File: config.mk
export PLATFORM = sky130hd
export DESIGN_NAME = sfi_req_queue
export DESIGN_NICKNAME = d
export VERILOG_FILES = /design/src/rtl/sfi_req_queue.sv
export SDC_FILE = /design/constraint.sdc
export NUM_CORES = 1
export LEC_CHECK = 0
export ABC_CLOCK_PERIOD_IN_PS = 2100
export CORE_UTILIZATION = 51
export CTS_BUF_LIST = sky130_fd_sc_hd__clkbuf_8
export DETAILED_ROUTE_END_ITERATION = 8
export PLACE_DENSITY = 0.78
export SLEW_MARGIN = 30
export SYNTH_ARGS = -nofsm -noshare
export SYNTH_HDL_FRONTEND = slang
export SYNTH_SLANG_ARGS = --single-unit
File: constraint.sdc
create_clock -name i_clk -period 2.1 [get_ports i_clk]
set_input_delay 0.21 -clock i_clk [delete_from_list [all_inputs] [get_ports i_clk]]
set_output_delay 0.21 -clock i_clk [all_outputs]
set_load 0.05 [all_outputs]
File: src/rtl/sfi_req_queue.sv
// Request queue behind the SFI address-check stage. Good words are buffered in a FWFT FIFO.
// All-zero (rejected) words are dropped and counted. A run of rejections locks the input.
module sfi_req_queue #(
    parameter int unsigned WIDTH       = 64,
    parameter int unsigned DEPTH       = 4,
    parameter int unsigned FAULT_LIMIT = 3,
    parameter int unsigned CNT_W       = 8
) (
    input  logic             i_clk,
    input  logic             i_rst,
    input  logic             i_in_valid,
    output logic             o_in_ready,
    input  logic [WIDTH-1:0] i_in_word,
    output logic             o_out_valid,
    input  logic             i_out_ready,
    output logic [WIDTH-1:0] o_out_word,
    output logic             o_fault,
    output logic [CNT_W-1:0] o_fault_cnt,
    output logic             o_locked,
    input  logic             i_clear
);

    localparam int unsigned AW = $clog2(DEPTH);
    localparam int unsigned CW = $clog2(FAULT_LIMIT + 1);

    typedef enum logic [0:0] {StRun, StLocked} state_e;

    state_e           r_state;
    state_e           w_state_nxt;
    logic [WIDTH-1:0] r_mem [DEPTH];
    logic [AW-1:0]    r_wptr;
    logic [AW-1:0]    r_rptr;
    logic [AW:0]      r_count;
    logic [CW-1:0]    r_consec;
    logic [CW-1:0]    w_consec_nxt;
    logic [CW-1:0]    w_consec_inc;
    logic             r_fault;
    logic [CNT_W-1:0] r_fault_cnt;

    logic w_full;
    logic w_empty;
    logic w_accept;
    logic w_push;
    logic w_reject;
    logic w_pop;

    assign w_full       = (r_count == (AW + 1)'(DEPTH));
    assign w_empty      = (r_count == '0);
    assign o_in_ready   = (r_state == StRun) && !w_full && !i_rst;
    assign w_accept     = i_in_valid && o_in_ready;
    assign w_push       = w_accept && (i_in_word != '0);
    assign w_reject     = w_accept && (i_in_word == '0);
    assign o_out_valid  = !w_empty;
    assign w_pop        = o_out_valid && i_out_ready;
    assign o_out_word   = w_empty ? '0 : r_mem[r_rptr];
    assign o_fault      = r_fault;
    assign o_fault_cnt  = r_fault_cnt;
    assign o_locked     = (r_state == StLocked);
    assign w_consec_inc = r_consec + 1'b1;

    // clear beats a coincident rejection: it zeroes the run and prevents the lock.
    always_comb begin
        w_state_nxt  = r_state;
        w_consec_nxt = r_consec;
        if (w_push) begin
            w_consec_nxt = '0;
        end else if (w_reject) begin
            w_consec_nxt = w_consec_inc;
            if (w_consec_inc == CW'(FAULT_LIMIT)) begin
                w_state_nxt = StLocked;
            end
        end
        if (i_clear) begin
            w_consec_nxt = '0;
            w_state_nxt  = StRun;
        end
    end

    always_ff @(posedge i_clk or posedge i_rst) begin
        if (i_rst) begin
            r_state  <= StRun;
            r_consec <= '0;
        end else begin
            r_state  <= w_state_nxt;
            r_consec <= w_consec_nxt;
        end
    end

    always_ff @(posedge i_clk or posedge i_rst) begin
        if (i_rst) begin
            r_fault     <= 1'b0;
            r_fault_cnt <= '0;
        end else begin
            r_fault <= w_reject;
            if (w_reject && (r_fault_cnt != '1)) begin
                r_fault_cnt <= r_fault_cnt + 1'b1;
            end
        end
    end

    always_ff @(posedge i_clk or posedge i_rst) begin
        if (i_rst) begin
            r_wptr  <= '0;
            r_rptr  <= '0;
            r_count <= '0;
        end else begin
            if (w_push) begin
                r_wptr <= r_wptr + 1'b1;
            end
            if (w_pop) begin
                r_rptr <= r_rptr + 1'b1;
            end
            if (w_push && !w_pop) begin
                r_count <= r_count + 1'b1;
            end else if (w_pop && !w_push) begin
                r_count <= r_count - 1'b1;
            end
        end
    end

    // Storage needs no reset; o_out_word is masked while empty.
    always_ff @(posedge i_clk) begin
        if (w_push) begin
            r_mem[r_wptr] <= i_in_word;
        end
    end

endmodule
==> impl_metrics.csv <==
group,metric,value,unit
run_status,status,"finished with violations",
run_status,violations,"negative setup slack",
clock_network,clkSinkCount,275,
synthesis,ys_ff_latch,275,
route,ant_nets,0,
power_and_ir_drop,max-vdd-ir-drop,1.52,mV
synthesis,synthFlopType,"edfxtp_1",
timing,fin_crit_sh,112,%
timing,drv_slew,0,
timing,max_freq,0.426,GHz
worst_setup_path,arrival,2.14,ns
worst_hold_path,worstHoldPathType,"input pin to flip-flop",
power_and_ir_drop,switching_share,36.6,%
clock_network,cts_tree,"yes",
route,drt_drc_violations_left,0,
power_and_ir_drop,power.density,1520,nW/um^2
route,routedWlPerCell,21.8,um
power_and_ir_drop,switchingPower,8350,uW
global_route,antenna_found_initial,3,
global_route,grt_pass1_wl,36000,um
layout,fillCellCount,1208,
synthesis,ys_types,33,
worst_setup_path,worst-endpoint-required,1.89,ns
power_and_ir_drop,power_frac_comb,52.1,%
timing,finalSetupViolCount,64,
worst_setup_path,crit_chain,"buf_12 > buf_16 > mux4_2 > and2_4 > buf_6",
die,die-width,147,um
layout,drive_above_1_share,46.4,%
layout,final_util,73.3,%
die,core-area,20500,um^2
job,drv_cap,0,
global_route,grt_pass1_vias,6495,
placed_design,port_buffers,144,
placed_design,placedCellCount,989,
worst_setup_path,cp-startpoint,"r_rptr[0]",
placed_design,dpl.hpwl,14000,um
synthesis,yosysWarnings,0,
synthesis,synthArstFlopShare,6.91,%
worst_setup_path,max_stage_delay,0.52,ns
synthesis,synth_edf_count,256,
worst_setup_path,r2r_setup_slack,0.14,ns
clock_network,cts_max_path_buffers,3,
timing,rsz0062_at_grt,"true",
route,drt_iter0_drc,286,
global_route,track_usage,22.4,%
clock_network,clk_pin_slew,0.06,ns
die,pin_count,145,
timing,hold_violations,0,
power_and_ir_drop,seqPwrFrac,30.1,%
worst_setup_path,crit_fanout,9,
global_route,grt_overflow,0,
power_and_ir_drop,power.share.clock,17.7,%
worst_setup_path,path_buf_inv,3,
clock_network,numCtsBuffers,44,
worst_setup_path,slowest_stage,"mux4_2",
synthesis,avgSynthCellArea,20.9,um^2
worst_hold_path,hp-start,"i_in_word[25]",
route,routed_wl,23600,um
synthesis,syn_nets,592,
clock_network,h-tree-depth,2,
route,drt_first_pass_iters,5,
timing,max_slew_margin,50.5,%
synthesis,postSynthCellCount,515,
timing,fin_hold_ws,0.0178,ns
worst_setup_path,path_class,"flip-flop to output pin",
worst_setup_path,worst_setup_path_start_kind,"flip-flop",
route,vias,5941,
synthesis,seq_area_frac_synth,75.8,%
global_route,grt_max_degree,67,
worst_setup_path,path_delay_family,"multiplexers",
timing,fin_skew,0.00962,ns
clock_network,clock_latency,0.52,ns
timing,period_minus_slack,2.35,ns
die,die_area,21700,um^2
power_and_ir_drop,internal_power,14400,uW
layout,fin_nets,855,
die,initial_core_util,52.6,%
worst_setup_path,end_kind,"output pin",
synthesis,netlist_area,10800,um^2
die,die_h,147,um
layout,area_growth,39.5,%
placed_design,gp_congestion,0.765,
timing,tightest_slew,0.741,ns
timing,finalWorstSetupSlack,-0.245,ns
layout,fin_cells,1082,
power_and_ir_drop,p_leak,0.00557,uW
die,rows,52,
route,avgViaCountPerCell,5.49,
worst_setup_path,rr_startpoint,"o_locked",
clock_network,root_buffer,"clkbuf_8",
## worst paths after layout
check	depth (start not counted)	end
worst min-delay path	1	r_mem[2][25]
worst max register to register	9	r_count[2]
min in group asynchronous	2	r_rptr[1]
worst min register to register	1	r_consec[0]
worst max-delay path	5	o_out_word[4]
max in group asynchronous	2	r_rptr[0]
## sequential cells by signal, summed over array words and instances, names as in the netlist
| signal | count |
|---|---|
| o_fault | 1 |
| o_fault_cnt | 8 |
| o_locked | 1 |
| r_consec | 2 |
| r_count | 3 |
| r_mem | 256 |
| r_rptr | 2 |
| r_wptr | 2 |
## cell usage after synthesis (3+ instances only)
library cell / count / share of area [%]
edfxtp_1: 256 / 71
and2_1: 65 / 3.8
mux4_2: 64 / 13
dfrtp_1: 19 / 4.4
nor4_1: 16 / 0.93
clkbuf_1: 11 / 0.38
xnor2_1: 11 / 0.89
buf_2: 8 / 0.37
ha_1: 7 / 0.81
inv_1: 7 / 0.24
nand3_1: 7 / 0.33
nor2_1: 7 / 0.24
and3_1: 5 / 0.29
and2_2: 4 / 0.28
nand4_1: 4 / 0.23
a31oi_1: 3 / 0.17
nand2_1: 3 / 0.10
## routing by layer
layer	vias up	wire, um	global-route usage, %
met2	207	12500	39.2
met1	3066	9120	27.2
met3	35	1620	5.62
met5	-	13	0
met4	2	379	7.37
li1	2631	-	-
## power groups by stage
stage	combinational [uW]	sequential, uW	clock, uW
after global routing	12400	6900	4360
after floorplan	6210	6870	0
after CTS	11800	6860	4120
final	11900	6860	4040
after detailed placement	9810	6970	0
after global placement	9740	6910	0
## cell families after synthesis
logic type,count (synthesis),share of synthesized area (%)
DFF,275,75.8
AOI/OAI and AO/OA,8,0.720
buffers and inverters,29,1.17
xor gates and xnor gates,12,0.976
and+or+nand+nor,116,6.61
adders and majority gates,8,0.999
muxes,67,13.7
## area by class of cell
| class | instances | area (um^2) | share of cell area (%) |
|---|---|---|---|
| timing repair buffer | 239 | 2840 | 18.9 |
| antenna | 2 | 5.00 | 0.0333 |
| clock buffer | 45 | 619 | 4.12 |
| tap | 270 | 338 | 2.25 |
| multi-input combinational | 211 | 2860 | 19.0 |
| inverter | 7 | 26.3 | 0.175 |
| sequential | 275 | 8170 | 54.4 |
| clock inverter | 33 | 159 | 1.06 |
## through the flow
stage / cell area, um^2 / power (uW) / TNS [ns] / setup WS (ns)
5_1_grt: 15000 / 23600 / -18.21 / -0.310
2_1_floorplan: 10800 / 13100 / -0.0312 / -0.0160
3_3_place_gp: 13500 / 16700 / -174.16 / -0.831
3_5_place_dp: 13500 / 16800 / -192.40 / -0.902
6_report: 15000 / 22800 / -14.02 / -0.245
4_1_cts: 14900 / 22800 / -15.87 / -0.295
## worst reg2reg max path: cells and delay by family, from the launching register on
| family | cells | cell delay, ns |
|---|---|---|
| buffers and inverters | 1 | 0.03 |
| AO/OA/AOI/OAI | 1 | 0.16 |
| adder cells (fa/ha/maj) | 2 | 0.52 |
| flip-flops | 1 | 0.42 |
| AND/OR/NAND/NOR | 3 | 0.46 |
| XOR/XNOR | 2 | 0.30 |
## cell usage in the layout, fill, tap and decap left out, types with 8 or more instances in the layout
cell type | Yosys | final
edfxtp_1 | 256 | 256
clkbuf_8 | 0 | 45
xnor2_1 | 11 | 11
dlygate4sd2_1 | 0 | 24
and2_4 | 0 | 68
buf_6 | 1 | 42
dfrtp_1 | 19 | 15
inv_1 | 7 | 23
buf_12 | 0 | 38
buf_16 | 0 | 8
buf_4 | 0 | 64
dlymetal6s2s_1 | 0 | 17
nor4_4 | 1 | 11
clkinv_1 | 0 | 12
clkdlybuf4s50_1 | 0 | 28
mux4_2 | 64 | 64
## timing repair
| action | CTS | global route |
|---|---|---|
| hold endpoints to repair | 0 | 12 |
| resized for setup | 168 | 43 |
| hold buffers | 0 | 3 |
| gates cloned | 6 | 1 |
| buffers inserted | 4 | 0 |
| setup endpoints to repair | 321 | 67 |
| pin swaps | 15 | 14 |
(Power assumes the default switching activity.)
